## config.mk

```make
export PLATFORM = sky130hd
export DESIGN_NAME = uart_rx
export DESIGN_NICKNAME = d
export VERILOG_FILES = /design/src/rtl/uart_rx.sv
export SDC_FILE = /design/constraint.sdc
export NUM_CORES = 1
export LEC_CHECK = 0
export ABC_AREA = 1
export ABC_CLOCK_PERIOD_IN_PS = 1800
export BUFFER_PORTS_ARGS = -buffer_cell sky130_fd_sc_hd__buf_2
export CORE_ASPECT_RATIO = 0.9
export CORE_UTILIZATION = 40
export CTS_CLUSTER_DIAMETER = 50
export DETAILED_ROUTE_END_ITERATION = 16
export PLACE_DENSITY = 0.69
export SYNTH_ARGS = -nofsm -noshare
export SYNTH_HDL_FRONTEND = slang
export SYNTH_SLANG_ARGS = --single-unit
```

## constraint.sdc

```tcl
create_clock -name clk -period 1.8 [get_ports clk]
set_input_delay 0.27 -clock clk [delete_from_list [all_inputs] [get_ports clk]]
set_output_delay 0.27 -clock clk [all_outputs]
set_load 0.01 [all_outputs]
```

## src/rtl/uart_rx.sv

```systemverilog
// 8N1 UART receiver with 16x oversampling, 3-sample majority vote per bit and framing-error detection.
// Latency: rx_valid/frame_err pulse one clk after the stop bit is decided (sub-tick 9 of stop bit, + 2 clk synchronizer).
// Backpressure: none; the consumer must take rx_data on the rx_valid pulse (rx_data then holds until the next good frame).
module uart_rx (
  input  logic        clk,
  input  logic        rst,
  input  logic [15:0] baudrate_cfg,
  input  logic        rx,
  output logic        rx_valid,
  output logic [7:0]  rx_data,
  output logic        frame_err,
  output logic        rx_busy
);

  typedef enum logic [2:0] {
    IDLE      = 3'd0,
    START     = 3'd1,
    DATA      = 3'd2,
    STOP      = 3'd3,
    WAIT_HIGH = 3'd4
  } state_t;

  state_t      state;
  logic        rx_meta;
  logic        rx_sync;
  logic        rx_prev;
  logic [15:0] cfg_q;
  logic [15:0] presc;
  logic [3:0]  sub_cnt;
  logic [2:0]  bit_idx;
  logic        samp7;
  logic        samp8;
  logic [7:0]  shift_reg;
  logic        tick;
  logic        vote;

  // Sub-tick strobe from the prescaler, using the divider frozen at the start edge.
  assign tick = (presc == cfg_q);

  // Majority of the samples taken at sub-ticks 7, 8 and the live one at sub-tick 9.
  assign vote = (samp7 & samp8) | (samp7 & rx_sync) | (samp8 & rx_sync);

  assign rx_busy = (state != IDLE);

  // Two-flop synchronizer plus one history flop for falling-edge detection; idle level is high.
  always_ff @(posedge clk) begin
    if (rst) begin
      rx_meta <= 1'b1;
      rx_sync <= 1'b1;
      rx_prev <= 1'b1;
    end else begin
      rx_meta <= rx;
      rx_sync <= rx_meta;
      rx_prev <= rx_sync;
    end
  end

  // Receive FSM: start detection, bit timing, sampling, shifting and registered output pulses.
  always_ff @(posedge clk) begin
    if (rst) begin
      state     <= IDLE;
      cfg_q     <= 16'd0;
      presc     <= 16'd0;
      sub_cnt   <= 4'd0;
      bit_idx   <= 3'd0;
      samp7     <= 1'b1;
      samp8     <= 1'b1;
      shift_reg <= 8'h00;
      rx_data   <= 8'h00;
      rx_valid  <= 1'b0;
      frame_err <= 1'b0;
    end else begin
      rx_valid  <= 1'b0;
      frame_err <= 1'b0;
      case (state)
        IDLE: begin
          // The edge test looks at registered history, so an edge landing as
          // STOP hands back to IDLE is still seen here.
          if (rx_prev && !rx_sync) begin
            state   <= START;
            presc   <= 16'd0;
            sub_cnt <= 4'd0;
            bit_idx <= 3'd0;
            cfg_q   <= baudrate_cfg;
          end
        end

        START, DATA, STOP: begin
          if (tick) begin
            presc   <= 16'd0;
            sub_cnt <= sub_cnt + 4'd1;
            if (sub_cnt == 4'd7) samp7 <= rx_sync;
            if (sub_cnt == 4'd8) samp8 <= rx_sync;
            if (state == START) begin
              if (sub_cnt == 4'd9 && vote) begin
                state <= IDLE;
              end else if (sub_cnt == 4'd15) begin
                state <= DATA;
              end
            end else if (state == DATA) begin
              if (sub_cnt == 4'd9) shift_reg <= {vote, shift_reg[7:1]};
              if (sub_cnt == 4'd15) begin
                if (bit_idx == 3'd7) state <= STOP;
                else                 bit_idx <= bit_idx + 3'd1;
              end
            end else begin
              // Stop bit is decided mid-bit so the next start edge cannot be missed.
              if (sub_cnt == 4'd9) begin
                if (vote) begin
                  rx_data  <= shift_reg;
                  rx_valid <= 1'b1;
                  state    <= IDLE;
                end else begin
                  frame_err <= 1'b1;
                  state     <= WAIT_HIGH;
                end
              end
            end
          end else begin
            presc <= presc + 16'd1;
          end
        end

        WAIT_HIGH: begin
          // A held-low line (break) parks here without further pulses.
          if (rx_sync) state <= IDLE;
        end

        default: state <= IDLE;
      endcase
    end
  end

endmodule

```

==> summary.txt <==
Placement
  • Port Buf Inserts: 29
  • Post-DP HPWL: 4780 um
  • Place WS: -0.0173 ns
  • Area after detailed placement: 3560 sq um
  • Gpl congestion: 0.858

STA
  • Final Worst Setup Slack: 0.160 ns
  • Final setup fails: 0
  • Crit path time final: 1.64 ns
  • Worst Max-Slew Pin Slew: 0.412 ns
  • Final clock period utilization by the worst path: 0.911
  • Final hold violation count: 0
  • Fmax: 0.610 GHz
  • Max Slew Vio Count: 0
  • Worst Clk Skew: 0.0132 ns
  • Max_slew headroom: 0.725

Setup path
  • Critical Path AT: 1.89 ns
  • Worst Path Buf+Inv: 1
  • CP startpoint kind: register
  • Crit path kind: reg2reg
  • Slowest cell delay on critical path: 0.42 ns
  • Most used cell, CP: nand2_1
  • CP max FO: 13
  • Slowest cell on crit path: dfxtp_1
  • Register-to-Register Setup Slack: 0.16 ns
  • Worst Path Required: 2.05 ns
  • RR Startpoint: presc[14]
  • Crit path max-delay family: simple AND/OR/NAND/NOR gates
  • CP Cell Sequence: inv_2 > nand2_1 > nand2_1 > nor2_1 > nand2_1 > nor2_4 > nand2_4 > nand2_8 > nand2_1 > nand2_2 > o21ai_0
  • Crit path from: presc[14]
  • Critical Path End Type: register

Power and ir drop
  • Total power: 0.00426 W
  • Leak: 1.84 nW
  • Peak supply drop: 0.364 mV
  • PD cells: 1100 nW/um^2

Floorplan
  • Initial core utilization: 0.413
  • Core Region: 8030 sq um
  • Site row count: 31
  • Die Y: 88.4 um
  • Ports: 30
  • Die ar.: 8660 sq um
  • Die Width: 98.0 um

Hold path
  • HP Start: rx
  • Hold Path Class: in2reg

Layout
  • Most frequent cells in the layout: 126 x nand2_1, 86 x nor2_1, 68 x inv_1
  • Leading cell type in the layout, fill and taps excluded: nand2_1
  • Fraction of layout cells with a size suffix above 1: 0.169
  • Largest regs: cfg_q: 16 flops, presc: 16 flops
  • Multi-input logic area: 1650 sq um
  • Final core occ: 0.483
  • Area delta synth->final: 16.9%
  • Register Area: 1310 sq um
  • Net count, final: 569
  • # fillers: 784
  • Ant diodes: 0
  • Final Cell Area: 3880 sq um

Routing
  • Via/cell ratio: 4.72
  • Via count: 3,061
  • Detailed Routing Iterations Pass 1: 10
  • Antenna Nets Post-Route: 0
  • Initial drt markers: 215
  • Routed WL: 7130 um
  • DRC viols: 2
  • Wire per inst: 11.0 um

Yosys
  • Synth cell types: 26
  • Syn Nets: 529
  • Warnings from Yosys: 0
  • Main area contributors after synthesis: dfxtp_1 39%, nand2_1 14%, nor2_1 10%
  • Synth Register Bits: 65
  • Sequential area share after synthesis: 0.392
  • Syn avg cell area: 6.58 sq um
  • Yosys top cell area share: 0.392
  • Synth area leader: dfxtp_1
  • Mapped Area: 3320 sq um
  • Synth Instances: 504

Global route
  • Met3 Usage GRT: 0.0553
  • Vias in the first global route: 2,693
  • GR Util met2: 0.282
  • GRT busiest layer: met2
  • Antenna violations before repair: 0
  • M1 GR Usage: 0.238
  • GRT Residual Overflow: 0
  • Global-route wire length before repair: 12,300 um
  • Total track usage: 0.181
  • Largest net degree at the start of global routing: 33

CTS
  • Post-CTS Hold Fix Bufs: 0
  • CTS tree: yes
  • Clock sink total: 65
  • Clock root buffer master: clkbuf_8
  • Clk_lat worst skew: 0.36 ns
  • CTS Buf Count: 9
  • H-tree Lvls: 3
  • CTS max path bufs: 2
  • Clock-pin transition on the worst setup and hold timing paths: 0.08 ns

Run status
  • Status: finished with violations
  • Violated checks: design-rule violations

Flow run
  • Max-Cap Viols: 0
where the power goes:
group          internal, W  switching [W]
Clock             0.000962       0.000609
Combinational     0.000387       0.000706
Sequential         0.00153      0.0000666
cells in the mapped netlist (all sizes together):
cell    instances
nand2         137
nor2           90
inv            78
dfxtp          65
a21oi          30
nand3          28
o21ai          21
xor2           12
clkbuf          7
buf             6
ha              6
nand4           6
nor3            6
or2             5
o22ai           4
clkinv          1
maj3            1
o21a            1
logic make-up after synthesis:
family | synth area share
simple gates | 0.346
buf+inv | 0.117
flops | 0.392
compound gates | 0.0868
xor+xnor | 0.0317
fa+ha+maj | 0.0257
what timing repair did:
item,in CTS,in global routing
buffers inserted,0,5
cloned,0,0
gates resized for setup,2,9
pin swaps,0,1
endpoints found under the setup margin,1,23
per-layer routing:
| metal | routed length, um | share of wire |
|---|---|---|
| met3 | 277 | 0.039 |
| met5 | 0 | 0 |
| met4 | 102 | 0.014 |
| met2 | 3040 | 0.43 |
| met1 | 3720 | 0.52 |
worst register-to-register path: stages, from the launching register on:
cell     delay, ns
dfxtp_1       0.42
inv_2         0.06
nand2_1       0.05
nand2_1       0.05
nor2_1        0.10
nand2_1       0.10
nor2_4        0.15
nand2_4       0.13
nand2_8       0.14
nand2_1       0.13
nand2_2       0.13
o21ai_0       0.08
path summary, 6_finish.rpt:
check / to / cells past startpoint
worst max-delay path: sub_cnt[1] / 11
worst min-delay path: rx_meta / 2
worst max register to register: sub_cnt[1] / 11
worst min register to register: rx_sync / 1
area by class of cell:
type / count / area share
multi-input cells: 347 / 0.426
clock buffers: 10 / 0.0355
inverters: 79 / 0.0778
repair buffers: 42 / 0.0626
well taps: 99 / 0.0319
flip-flops and latches: 65 / 0.337
clock inverters: 6 / 0.0297
per-stage QoR:
step / hold slack (ns) / cells / setup TNS (ns)
2_1_floorplan: 0.374 / 504 / 0
3_5_place_dp: 0.396 / 627 / -0.0173
6_report: 0.107 / 648 / 0
3_3_place_gp: 0.390 / 627 / 0
4_1_cts: 0.0958 / 643 / 0
5_1_grt: 0.0960 / 648 / -0.00227
Power figures use the tool's default switching activity.
